### config.mk
export PLATFORM = sky130hd
export DESIGN_NAME = uart_tx_arbiter
export DESIGN_NICKNAME = d
export VERILOG_FILES = /design/src/rtl/uart_arb_pkg.sv /design/src/rtl/uart_tx_arbiter_rr_pick.sv /design/src/rtl/uart_tx_arbiter.sv
export SDC_FILE = /design/constraint.sdc
export NUM_CORES = 1
export LEC_CHECK = 0
export BUFFER_PORTS_ARGS = -buffer_cell sky130_fd_sc_hd__buf_4
export CELL_PAD_IN_SITES_DETAIL_PLACEMENT = 1
export CELL_PAD_IN_SITES_GLOBAL_PLACEMENT = 1
export CORE_AREA = 2 2 61 63
export CTS_BUF_LIST = sky130_fd_sc_hd__clkbuf_8
export DETAILED_ROUTE_END_ITERATION = 7
export DIE_AREA = 0 0 63 65
export PLACE_DENSITY_LB_ADDON = 0.05
export REMOVE_ABC_BUFFERS = 1
export SYNTH_ARGS = -nofsm -noshare
export SYNTH_HDL_FRONTEND = slang
export SYNTH_SLANG_ARGS = --single-unit
### constraint.sdc
create_clock -name clk -period 6.5 [get_ports clk]
set_input_delay 0.65 -clock clk [delete_from_list [all_inputs] [get_ports clk]]
set_output_delay 0.65 -clock clk [all_outputs]
set_load 0.01 [all_outputs]
### src/rtl/uart_arb_pkg.sv
// Shared types and helpers for the UART transmit arbiter.
// UART_ARB_ID_HEADER_EN adds the HEADER state that prefixes each packet with its port ID.
package uart_arb_pkg;

    typedef enum logic [1:0] {
        IDLE   = 2'b00,
`ifdef UART_ARB_ID_HEADER_EN
        HEADER = 2'b01,
`endif
        PASS   = 2'b10
    } state_t;

    localparam int unsigned ID_HDR_WIDTH = 8;

    // Index width for n ports; a single bit is kept even when $clog2 would give 0.
    function automatic int unsigned idx_width(input int unsigned n);
        return (n > 2) ? $clog2(n) : 1;
    endfunction

endpackage

### src/rtl/uart_tx_arbiter_rr_pick.sv
// Combinational round-robin priority encoder: the first request at or after ptr_i wins.
module rr_pick #(
    parameter int unsigned N  = 4,
    parameter int unsigned IW = 2
) (
    input  logic [N-1:0]  req_i,
    input  logic [IW-1:0] ptr_i,
    output logic [N-1:0]  pick_o,
    output logic [IW-1:0] idx_o,
    output logic          any_o
);

    logic [IW-1:0] cand;

    assign any_o = |req_i;

    // Scan from the farthest offset down to offset 0 so the nearest request overwrites the rest.
    always_comb begin
        pick_o = '0;
        idx_o  = '0;
        cand   = '0;
        for (int unsigned k = N; k > 0; k--) begin
            cand = IW'((32'(ptr_i) + k - 32'd1) % N);
            if (req_i[cand]) begin
                pick_o       = '0;
                pick_o[cand] = 1'b1;
                idx_o        = cand;
            end
        end
    end

endmodule

### src/rtl/uart_tx_arbiter.sv
// Round-robin, packet-locked arbiter sharing one AXI4-Stream UART transmitter.
// Define UART_ARB_ID_HEADER_EN to prefix every packet with the granted port index.
module uart_tx_arbiter
    import uart_arb_pkg::*;
#(
    parameter int unsigned NUM_PORTS  = 4,
    parameter int unsigned DATA_WIDTH = 8
) (
    input  logic                            clk,
    input  logic                            arst,
    input  logic [NUM_PORTS*DATA_WIDTH-1:0] s_axis_tdata,
    input  logic [NUM_PORTS-1:0]            s_axis_tvalid,
    input  logic [NUM_PORTS-1:0]            s_axis_tlast,
    output logic [NUM_PORTS-1:0]            s_axis_tready,
    output logic [DATA_WIDTH-1:0]           m_axis_tdata,
    output logic                            m_axis_tvalid,
    input  logic                            m_axis_tready,
    output logic [NUM_PORTS-1:0]            grant,
    output logic                            busy
);

    localparam int unsigned IW = idx_width(NUM_PORTS);

    state_t                 state_q, state_d;
    logic [NUM_PORTS-1:0]   grant_q, grant_d;
    logic [IW-1:0]          gidx_q, gidx_d;
    logic [IW-1:0]          rr_ptr_q, rr_ptr_d;

    logic [NUM_PORTS-1:0]   pick;
    logic [IW-1:0]          pick_idx;
    logic                   any_req;
    logic [DATA_WIDTH-1:0]  sel_data;
    logic                   sel_valid;
    logic                   sel_last;

    rr_pick #(
        .N  (NUM_PORTS),
        .IW (IW)
    ) u_rr_pick (
        .req_i  (s_axis_tvalid),
        .ptr_i  (rr_ptr_q),
        .pick_o (pick),
        .idx_o  (pick_idx),
        .any_o  (any_req)
    );

    assign sel_data  = s_axis_tdata[gidx_q*DATA_WIDTH +: DATA_WIDTH];
    assign sel_valid = s_axis_tvalid[gidx_q];
    assign sel_last  = s_axis_tlast[gidx_q];
    assign grant     = grant_q;
    assign busy      = (state_q != IDLE);

    always_ff @(posedge clk or posedge arst) begin
        if (arst) begin
            state_q  <= IDLE;
            grant_q  <= '0;
            gidx_q   <= '0;
            rr_ptr_q <= '0;
        end else begin
            state_q  <= state_d;
            grant_q  <= grant_d;
            gidx_q   <= gidx_d;
            rr_ptr_q <= rr_ptr_d;
        end
    end

    always_comb begin
        state_d       = state_q;
        grant_d       = grant_q;
        gidx_d        = gidx_q;
        rr_ptr_d      = rr_ptr_q;
        m_axis_tdata  = '0;
        m_axis_tvalid = 1'b0;
        s_axis_tready = '0;
        case (state_q)
            IDLE: begin
                if (any_req) begin
                    grant_d = pick;
                    gidx_d  = pick_idx;
`ifdef UART_ARB_ID_HEADER_EN
                    state_d = HEADER;
`else
                    state_d = PASS;
`endif
                end
            end
`ifdef UART_ARB_ID_HEADER_EN
            HEADER: begin
                m_axis_tvalid = 1'b1;
                m_axis_tdata  = DATA_WIDTH'(ID_HDR_WIDTH'(gidx_q));
                if (m_axis_tready) begin
                    state_d = PASS;
                end
            end
`endif
            PASS: begin
                m_axis_tdata  = sel_data;
                m_axis_tvalid = sel_valid;
                s_axis_tready = grant_q & {NUM_PORTS{m_axis_tready}};
                // Only the owner's tlast handshake releases the lock; idle gaps keep it.
                if (sel_valid && m_axis_tready && sel_last) begin
                    state_d  = IDLE;
                    grant_d  = '0;
                    rr_ptr_d = (gidx_q == IW'(NUM_PORTS - 1)) ? '0 : gidx_q + IW'(1);
                end
            end
            default: begin
                state_d = IDLE;
                grant_d = '0;
            end
        endcase
    end

endmodule

==> results.py, run 1 <==
metrics = {
    "status": {
        "status": "complete, no violations",
    },
    "grt": {
        "grt_pass1_wl_um": 5810,
        "antenna_found_initial": 0,
        "grt_max_degree": 19,
        "grt_remaining_overflow": 0,
        "track_usage": 0.180,
        "grt_pass1_vias": 1177,
    },
    "timing": {
        "timing.final.setup_violations": 0,
        "tightest_slew_ps": 683,
        "final_hold_viol_count": 0,
        "rsz0062_at_grt": "no",
        "clock_skew_ps": 2.76,
        "finalSetupTns_ps": 0,
        "fmax_mhz": 345,
        "layout_min_cycle_time_ps": 2900,
        "max-slew-margin-rel": 0.545,
        "final.period_utilization": 0.446,
        "slew_violations": 0,
    },
    "drt": {
        "firstDrtPassIters": 4,
        "drc": 0,
        "ant_nets": 0,
        "routed_wl_um": 3580,
        "vias": 1147,
        "routedWlPerCell_um": 16.0,
        "viasPerCell": 5.14,
        "first_iter_violations": 51,
    },
    "final_layout": {
        "drive_above_1_share": 0.457,
        "fin_cells": 223,
        "areaGrowthSynthToFinish_pct": 42.3,
        "layout_common_cells": "buf_4, mux4_2, inv_1",
        "final_nets": 228,
        "final_common_cell": "buf_4",
        "n_antenna_cell": 0,
    },
    "placed_design": {
        "placed_cells": 219,
        "detailed_place_hpwl_um": 2920,
        "port_buffers": 60,
        "gp_congestion": 0.877,
    },
    "synthesis": {
        "yosys_warnings": 0,
        "ys_types": 32,
        "synth_area_um2": 1180,
        "ys_ff_latch": 9,
        "postSynthCellCount": 119,
        "yosysSeqAreaShare": 0.191,
        "avgSynthCellArea_um2": 9.88,
    },
    "pwr": {
        "seq_power_share": 0.212,
        "power_density_nw_per_um2": 417,
        "p_leak_nw": 0.831,
        "comb_power_share": 0.692,
        "p_int_mw": 0.388,
        "clkPwrFrac": 0.095,
        "p_sw_mw": 0.309,
        "vdd_drop_max_mv": 0.153,
        "switching_share": 0.443,
        "finalPower_mw": 0.698,
    },
    "critical_path": {
        "reg2reg_to": "grant[2]",
        "critical_path_class": "flip-flop to flip-flop",
        "cpPeakStageDelay_ps": 640,
        "worst-r2r-setup-slack_ps": 3600,
        "cp_num_buf_inv": 1,
        "cp-startpoint": "rr_ptr_q[0]",
        "timing.rr.start": "rr_ptr_q[0]",
        "worstRegToRegCells": 7,
        "cp-endpoint": "grant[2]",
        "worst_setup_path_end_kind": "flip-flop",
        "crit_arrival_ps": 3020,
        "crit_required_ps": 6620,
        "crit_cells": 7,
        "cp_max_fo": 13,
        "start_kind": "flip-flop",
        "critPathTopFamily": "multiplexers",
        "crit_chain": "inv_1 -> ha_1 -> mux2_2 -> mux2i_4 -> nor2_1 -> a2111o_1 -> a32o_1",
        "critPathSlowestCell": "dfrtp_1",
    },
    "floorplan": {
        "die_x_um": 63,
        "coreArea_um2": 3500,
        "num_io_pins": 61,
        "num_rows": 22,
        "die_y_um": 65,
        "dieArea_um2": 4100,
        "start_util": 0.336,
    },
    "clock_tree": {
        "clk_latency_ps": 240,
        "h-tree-depth": 1,
        "tritoncts": "built",
        "postCtsHoldBufs": 0,
        "cts_setup_buffers": 0,
        "clk_path_buf_depth": 2,
        "cts.sinks": 9,
        "clk_pin_slew_ps": 50,
        "cts-buffers-inserted": 3,
        "clock-root-buffer": "clkbuf_8",
        "ctsResizeCount": 0,
    },
    "min_path": {
        "hold_class": "input pin to asynchronous set/reset pin",
    },
    "flow_run": {
        "drv_cap": 0,
    },
}
## worst reg2reg max path, cell delays in order (launching register included)
cell	delay, ps
dfrtp_1	640
inv_1	260
ha_1	520
mux2_2	410
mux2i_4	240
nor2_1	80
a2111o_1	390
a32o_1	240
## layout make-up
class                           instances  area, um^2
Fill cell                             422        1820
Multi-Input combinational cell         93         860
Tap cell                               48        60.1
Clock buffer                            3        41.3
Clock inverter                          1        3.75
Sequential cell                         9         225
Timing Repair Buffer                   60         450
Inverter                                9        33.8
## power by group through the flow
stage	clock network [mW]	registers (mW)	logic (mW)
global placement	0	0.151	0.473
finish	0.0663	0.148	0.483
global route	0.0709	0.161	0.533
floorplan	0	0.137	0.317
CTS	0.0677	0.151	0.490
detailed placement	0	0.152	0.486
## cell families (layout without fill, tap and decap cells)
family | Yosys count | in the layout | synth area share
AOI/OAI and AO/OA | 24 | 24 | 0.156
buffers and inverters | 17 | 73 | 0.0776
DFF | 9 | 9 | 0.191
muxes | 19 | 19 | 0.297
adders and majority gates | 9 | 9 | 0.0957
and+or+nand+nor | 41 | 41 | 0.182
## how the worst min path moves through the flow
stage                 to  startpoint  cells past startpoint  slack [ps]
2_1_floorplan  gidx_q[0]        arst                      1         480
3_3_place_gp    grant[2]    grant[2]                      1         510
3_5_place_dp    grant[2]    grant[2]                      1         510
4_1_cts         grant[3]        arst                      2         410
5_1_grt         grant[1]        arst                      2         430
6_report        grant[0]        arst                      2         390
## flip-flops by register name, indices dropped and copies added, names as in the netlist
signal / flops
state_q: 1
gidx_q: 2
grant: 4
rr_ptr_q: 2
## Yosys cell counts
| master | n | area share |
|---|---|---|
| o211ai_1 | 1 | 0.0064 |
| or2_2 | 1 | 0.0053 |
| clkbuf_2 | 1 | 0.0043 |
| o31ai_1 | 1 | 0.0064 |
| nor2b_1 | 2 | 0.011 |
| o32ai_1 | 1 | 0.0074 |
| and2_1 | 9 | 0.048 |
| mux2_4 | 1 | 0.013 |
| a21boi_0 | 1 | 0.0064 |
| nand2_1 | 8 | 0.026 |
| buf_6 | 3 | 0.029 |
| clkbuf_1 | 1 | 0.0032 |
| a221o_1 | 1 | 0.0085 |
| a32o_1 | 4 | 0.034 |
| nor3_1 | 1 | 0.0043 |
| and3_1 | 8 | 0.043 |
| a2111o_1 | 4 | 0.038 |
| nand4_1 | 1 | 0.0053 |
| inv_1 | 9 | 0.029 |
| buf_2 | 3 | 0.013 |
| mux4_2 | 11 | 0.21 |
| dfrtp_1 | 9 | 0.19 |
| mux2_2 | 3 | 0.029 |
| a21oi_1 | 3 | 0.013 |
| nand3_1 | 1 | 0.0043 |
| ha_1 | 9 | 0.096 |
| nor2_1 | 9 | 0.029 |
| o21ai_0 | 7 | 0.030 |
| a22oi_1 | 1 | 0.0064 |
| and3b_1 | 1 | 0.0074 |
| mux2i_1 | 3 | 0.026 |
| mux2i_4 | 1 | 0.019 |
## routing by layer
layer	GRT usage	wire [um]	vias to the layer above	share of wire
met4	0.0500	55	0	0.015
met3	0.0330	160	7	0.045
met1	0.240	1510	552	0.42
met5	0	0	-	0
li1	-	-	560	-
met2	0.298	1850	28	0.52
## metrics by stage
step	hold slack, ps	utilization	setup slack (ps)	cell area, um^2
floorplan	478	-	3910	1120
global placement	505	0.466	3700	1630
detailed placement	514	0.466	3620	1630
CTS	411	0.479	3590	1670
global route	428	0.479	3370	1670
finish	390	0.479	3600	1670
Power figures use the tool's default switching activity.
==> run 2, diff against run 1 <==
--- a/config.mk
+++ b/config.mk
@@ -5,13 +5,14 @@
 export SDC_FILE = /design/constraint.sdc
 export NUM_CORES = 1
 export LEC_CHECK = 0
+export ABC_AREA = 1
 export BUFFER_PORTS_ARGS = -buffer_cell sky130_fd_sc_hd__buf_4
 export CELL_PAD_IN_SITES_DETAIL_PLACEMENT = 1
 export CELL_PAD_IN_SITES_GLOBAL_PLACEMENT = 1
-export CORE_AREA = 2 2 61 63
+export CORE_AREA = 2 2 72 74
 export CTS_BUF_LIST = sky130_fd_sc_hd__clkbuf_8
 export DETAILED_ROUTE_END_ITERATION = 7
-export DIE_AREA = 0 0 63 65
+export DIE_AREA = 0 0 74 76
 export PLACE_DENSITY_LB_ADDON = 0.05
 export REMOVE_ABC_BUFFERS = 1
 export SYNTH_ARGS = -nofsm -noshare
==> constraint.sdc (replaced) <==
create_clock -name clk -period 2.45 [get_ports clk]
set_input_delay 0.245 -clock clk [delete_from_list [all_inputs] [get_ports clk]]
set_output_delay 0.245 -clock clk [all_outputs]
set_load 0.01 [all_outputs]
==> run 2 against run 1 <==
Critical path depth shrank 2. Die area grew 37%. Critical endpoint is now m_axis_tdata[6]. Non-clock buffer count grew 3.
==> results.py, run 2 <==
metrics = {
    "status": {
        "status": "complete, no violations",
    },
    "synthesis": {
        "ys_ff_latch": 9,
        "synth_edf_count": 0,
        "synth_compound_area_frac": 0.160,
        "synth_area_leaders": "dfrtp_1, nor2_1, nand2_1",
        "synth_area_um2": 1340,
        "avgSynthCellArea_um2": 6.42,
        "synth-simple-area-share": 0.465,
        "yosys_warnings": 0,
        "synth_fa_ha_area_frac": 0.0840,
        "synthTopCellsByCount": "nor2_1, nand2_1, a21oi_1, o21ai_0",
        "synth_mux_area_frac": 0,
        "postSynthCellCount": 209,
        "synthArstFlopShare": 1.00,
        "synthXorXnorAreaFrac": 0,
        "synth.most_common_cell": "nor2_1",
        "yosysTopAreaCell": "dfrtp_1",
        "ys_types": 30,
        "yosysSeqAreaShare": 0.168,
        "synth_top_family_by_area": "simple AND/OR/NAND/NOR gates",
        "synth_top_area_frac": 0.168,
        "synth_ff_type": "dfrtp_1",
    },
    "grt": {
        "grt_max_degree": 22,
        "antenna_found_initial": 0,
        "grt_pass1_vias": 1531,
        "grt_pass1_wl_um": 7310,
        "grtUsageMet3": 0.0159,
        "grt_util_met1": 0.220,
        "grt_remaining_overflow": 0,
        "track_usage": 0.161,
        "top_usage_layer": "met2",
        "grtUsageMet2": 0.271,
    },
    "final_layout": {
        "drive_above_1_share": 0.369,
        "fillCellCount": 649,
        "layout_common_cells": "buf_4, nor2_1, nand2_1",
        "areaGrowthSynthToFinish_pct": 41.0,
        "largest_reg_flops": 4,
        "final_nets": 321,
        "seqCellArea_um2": 225,
        "multi_input_area_um2": 951,
        "n_antenna_cell": 0,
        "final_common_cell": "buf_4",
    },
    "critical_path": {
        "start_kind": "flip-flop",
        "crit_required_ps": 2200,
        "critical_path_class": "flip-flop to output port",
        "worst_setup_path_end_kind": "output port",
        "cp_max_fo": 12,
        "crit_arrival_ps": 1650,
    },
    "floorplan": {
        "coreArea_um2": 4910,
        "die_y_um": 76,
        "start_util": 0.273,
        "die_x_um": 74,
        "dieArea_um2": 5620,
        "num_rows": 26,
        "num_io_pins": 61,
    },
    "pwr": {
        "power_density_nw_per_um2": 1220,
        "p_leak_nw": 0.948,
        "clkPwrFrac": 0.073,
        "vdd_drop_max_mv": 0.737,
        "comb_power_share": 0.785,
        "p_int_mw": 1.06,
        "seq_power_share": 0.142,
        "switching_share": 0.541,
        "finalPower_mw": 2.30,
        "p_sw_mw": 1.24,
    },
    "timing": {
        "fmax_mhz": 527,
        "rsz0062_at_grt": "no",
        "timing.final.setup_violations": 0,
        "clock_skew_ps": 5.05,
        "slew_violations": 0,
        "tightest_slew_ps": 450,
        "finalSetupTns_ps": 0,
        "final.period_utilization": 0.775,
        "final_hold_viol_count": 0,
        "max-slew-margin-rel": 0.700,
        "layout_min_cycle_time_ps": 1900,
    },
    "drt": {
        "first_iter_violations": 31,
        "firstDrtPassIters": 4,
        "viasPerCell": 4.43,
        "vias": 1498,
        "routed_wl_um": 4340,
        "ant_nets": 0,
        "routedWlPerCell_um": 12.8,
        "drc": 0,
    },
    "clock_tree": {
        "cts-buffers-inserted": 3,
        "cts.sinks": 9,
        "ctsResizeCount": 0,
        "tritoncts": "built",
        "h-tree-depth": 1,
        "clk_path_buf_depth": 2,
        "clk_pin_slew_ps": 40,
        "clock-root-buffer": "clkbuf_8",
        "clk_latency_ps": 230,
    },
    "placed_design": {
        "detailed_place_hpwl_um": 3440,
        "gp_congestion": 0.735,
        "port_buffers": 60,
    },
    "min_path": {
        "hold_class": "input pin to flip-flop",
    },
    "flow_run": {
        "drv_cap": 0,
    },
}
[run 2: cell types whose count changed after synthesis, moves of 9 or more]
| cell | delta |
|---|---|
| o21ai_0 | +10 |
| nand2_1 | +23 |
| nor2_1 | +41 |
| mux4_2 | -11 |
| nand3_1 | +13 |
| and2_1 | -9 |
| a21oi_1 | +14 |
[run 2: final cells by class]
cell class | instances | share of cell area
multi-input combinational | 167 | 0.503
sequential | 9 | 0.119
clock inverter | 1 | 0.00199
inverter | 25 | 0.0563
timing repair buffer | 63 | 0.251
tap | 70 | 0.0463
clock buffer | 3 | 0.0218
[run 2: what timing repair did]
action | 4_1_cts | 5_1_grt
buffers inserted | 0 | 0
hold buffers | 1 | 0
hold endpoints to repair | 9 | 0
[run 2: power groups by stage]
stage,clock (mW),combinational [mW],sequential (mW)
detailed placement,0,1.84,0.328
global route,0.185,2.06,0.341
CTS,0.174,1.85,0.329
floorplan,0,1.20,0.352
global placement,0,1.85,0.330
finish,0.168,1.81,0.326
[run 2: path summary, 6_finish.rpt]
| kind | endpoint | slack, ps | start | cells past startpoint |
|---|---|---|---|---|
| setup / recovery | m_axis_tdata[6] | 550 | gidx_q[1] | 5 |
| hold / removal | state_q[1] | 420 | s_axis_tvalid[2] | 4 |
| setup reg to reg | gidx_q[0] | 570 | rr_ptr_q[1] | 12 |
| hold reg to reg | grant[2] | 530 | grant[2] | 2 |
| max in group asynchronous | gidx_q[0] | 1630 | arst | 3 |
| min in group asynchronous | grant[1] | 560 | arst | 3 |
[run 2: kinds of logic (layout without fill, tap and decap cells)]
family	Yosys count	in the layout
compound gates	40	40
fa+ha+maj	9	9
buf+inv	33	92
flops	9	9
simple gates	118	118
[run 2: through the flow]
step | hold WS [ps] | std cells | worst slack [ps] | area [um^2] | util
after global placement | 244 | 333 | 613 | 1840 | 0.374
final | 417 | 338 | 551 | 1890 | 0.385
after detailed placement | 244 | 333 | 574 | 1840 | 0.374
after floorplan | 72.9 | 201 | 616 | 1280 | -
after global routing | 430 | 338 | 375 | 1890 | 0.385
after CTS | 422 | 338 | 512 | 1890 | 0.385
[run 2: per-layer routing]
| metal | up-vias | wire length (um) |
|---|---|---|
| li1 | 785 | - |
| met1 | 667 | 2090 |
| met2 | 44 | 2020 |
| met3 | 2 | 220 |
| met4 | 0 | 13 |
| met5 | - | 0 |
[run 2: worst max-delay path, stage by stage, from the launching register on]
cell and delay, ps:
dfrtp_1 610, inv_2 230, nor2_1 150, o21ai_0 110, a21oi_1 170, buf_4 150
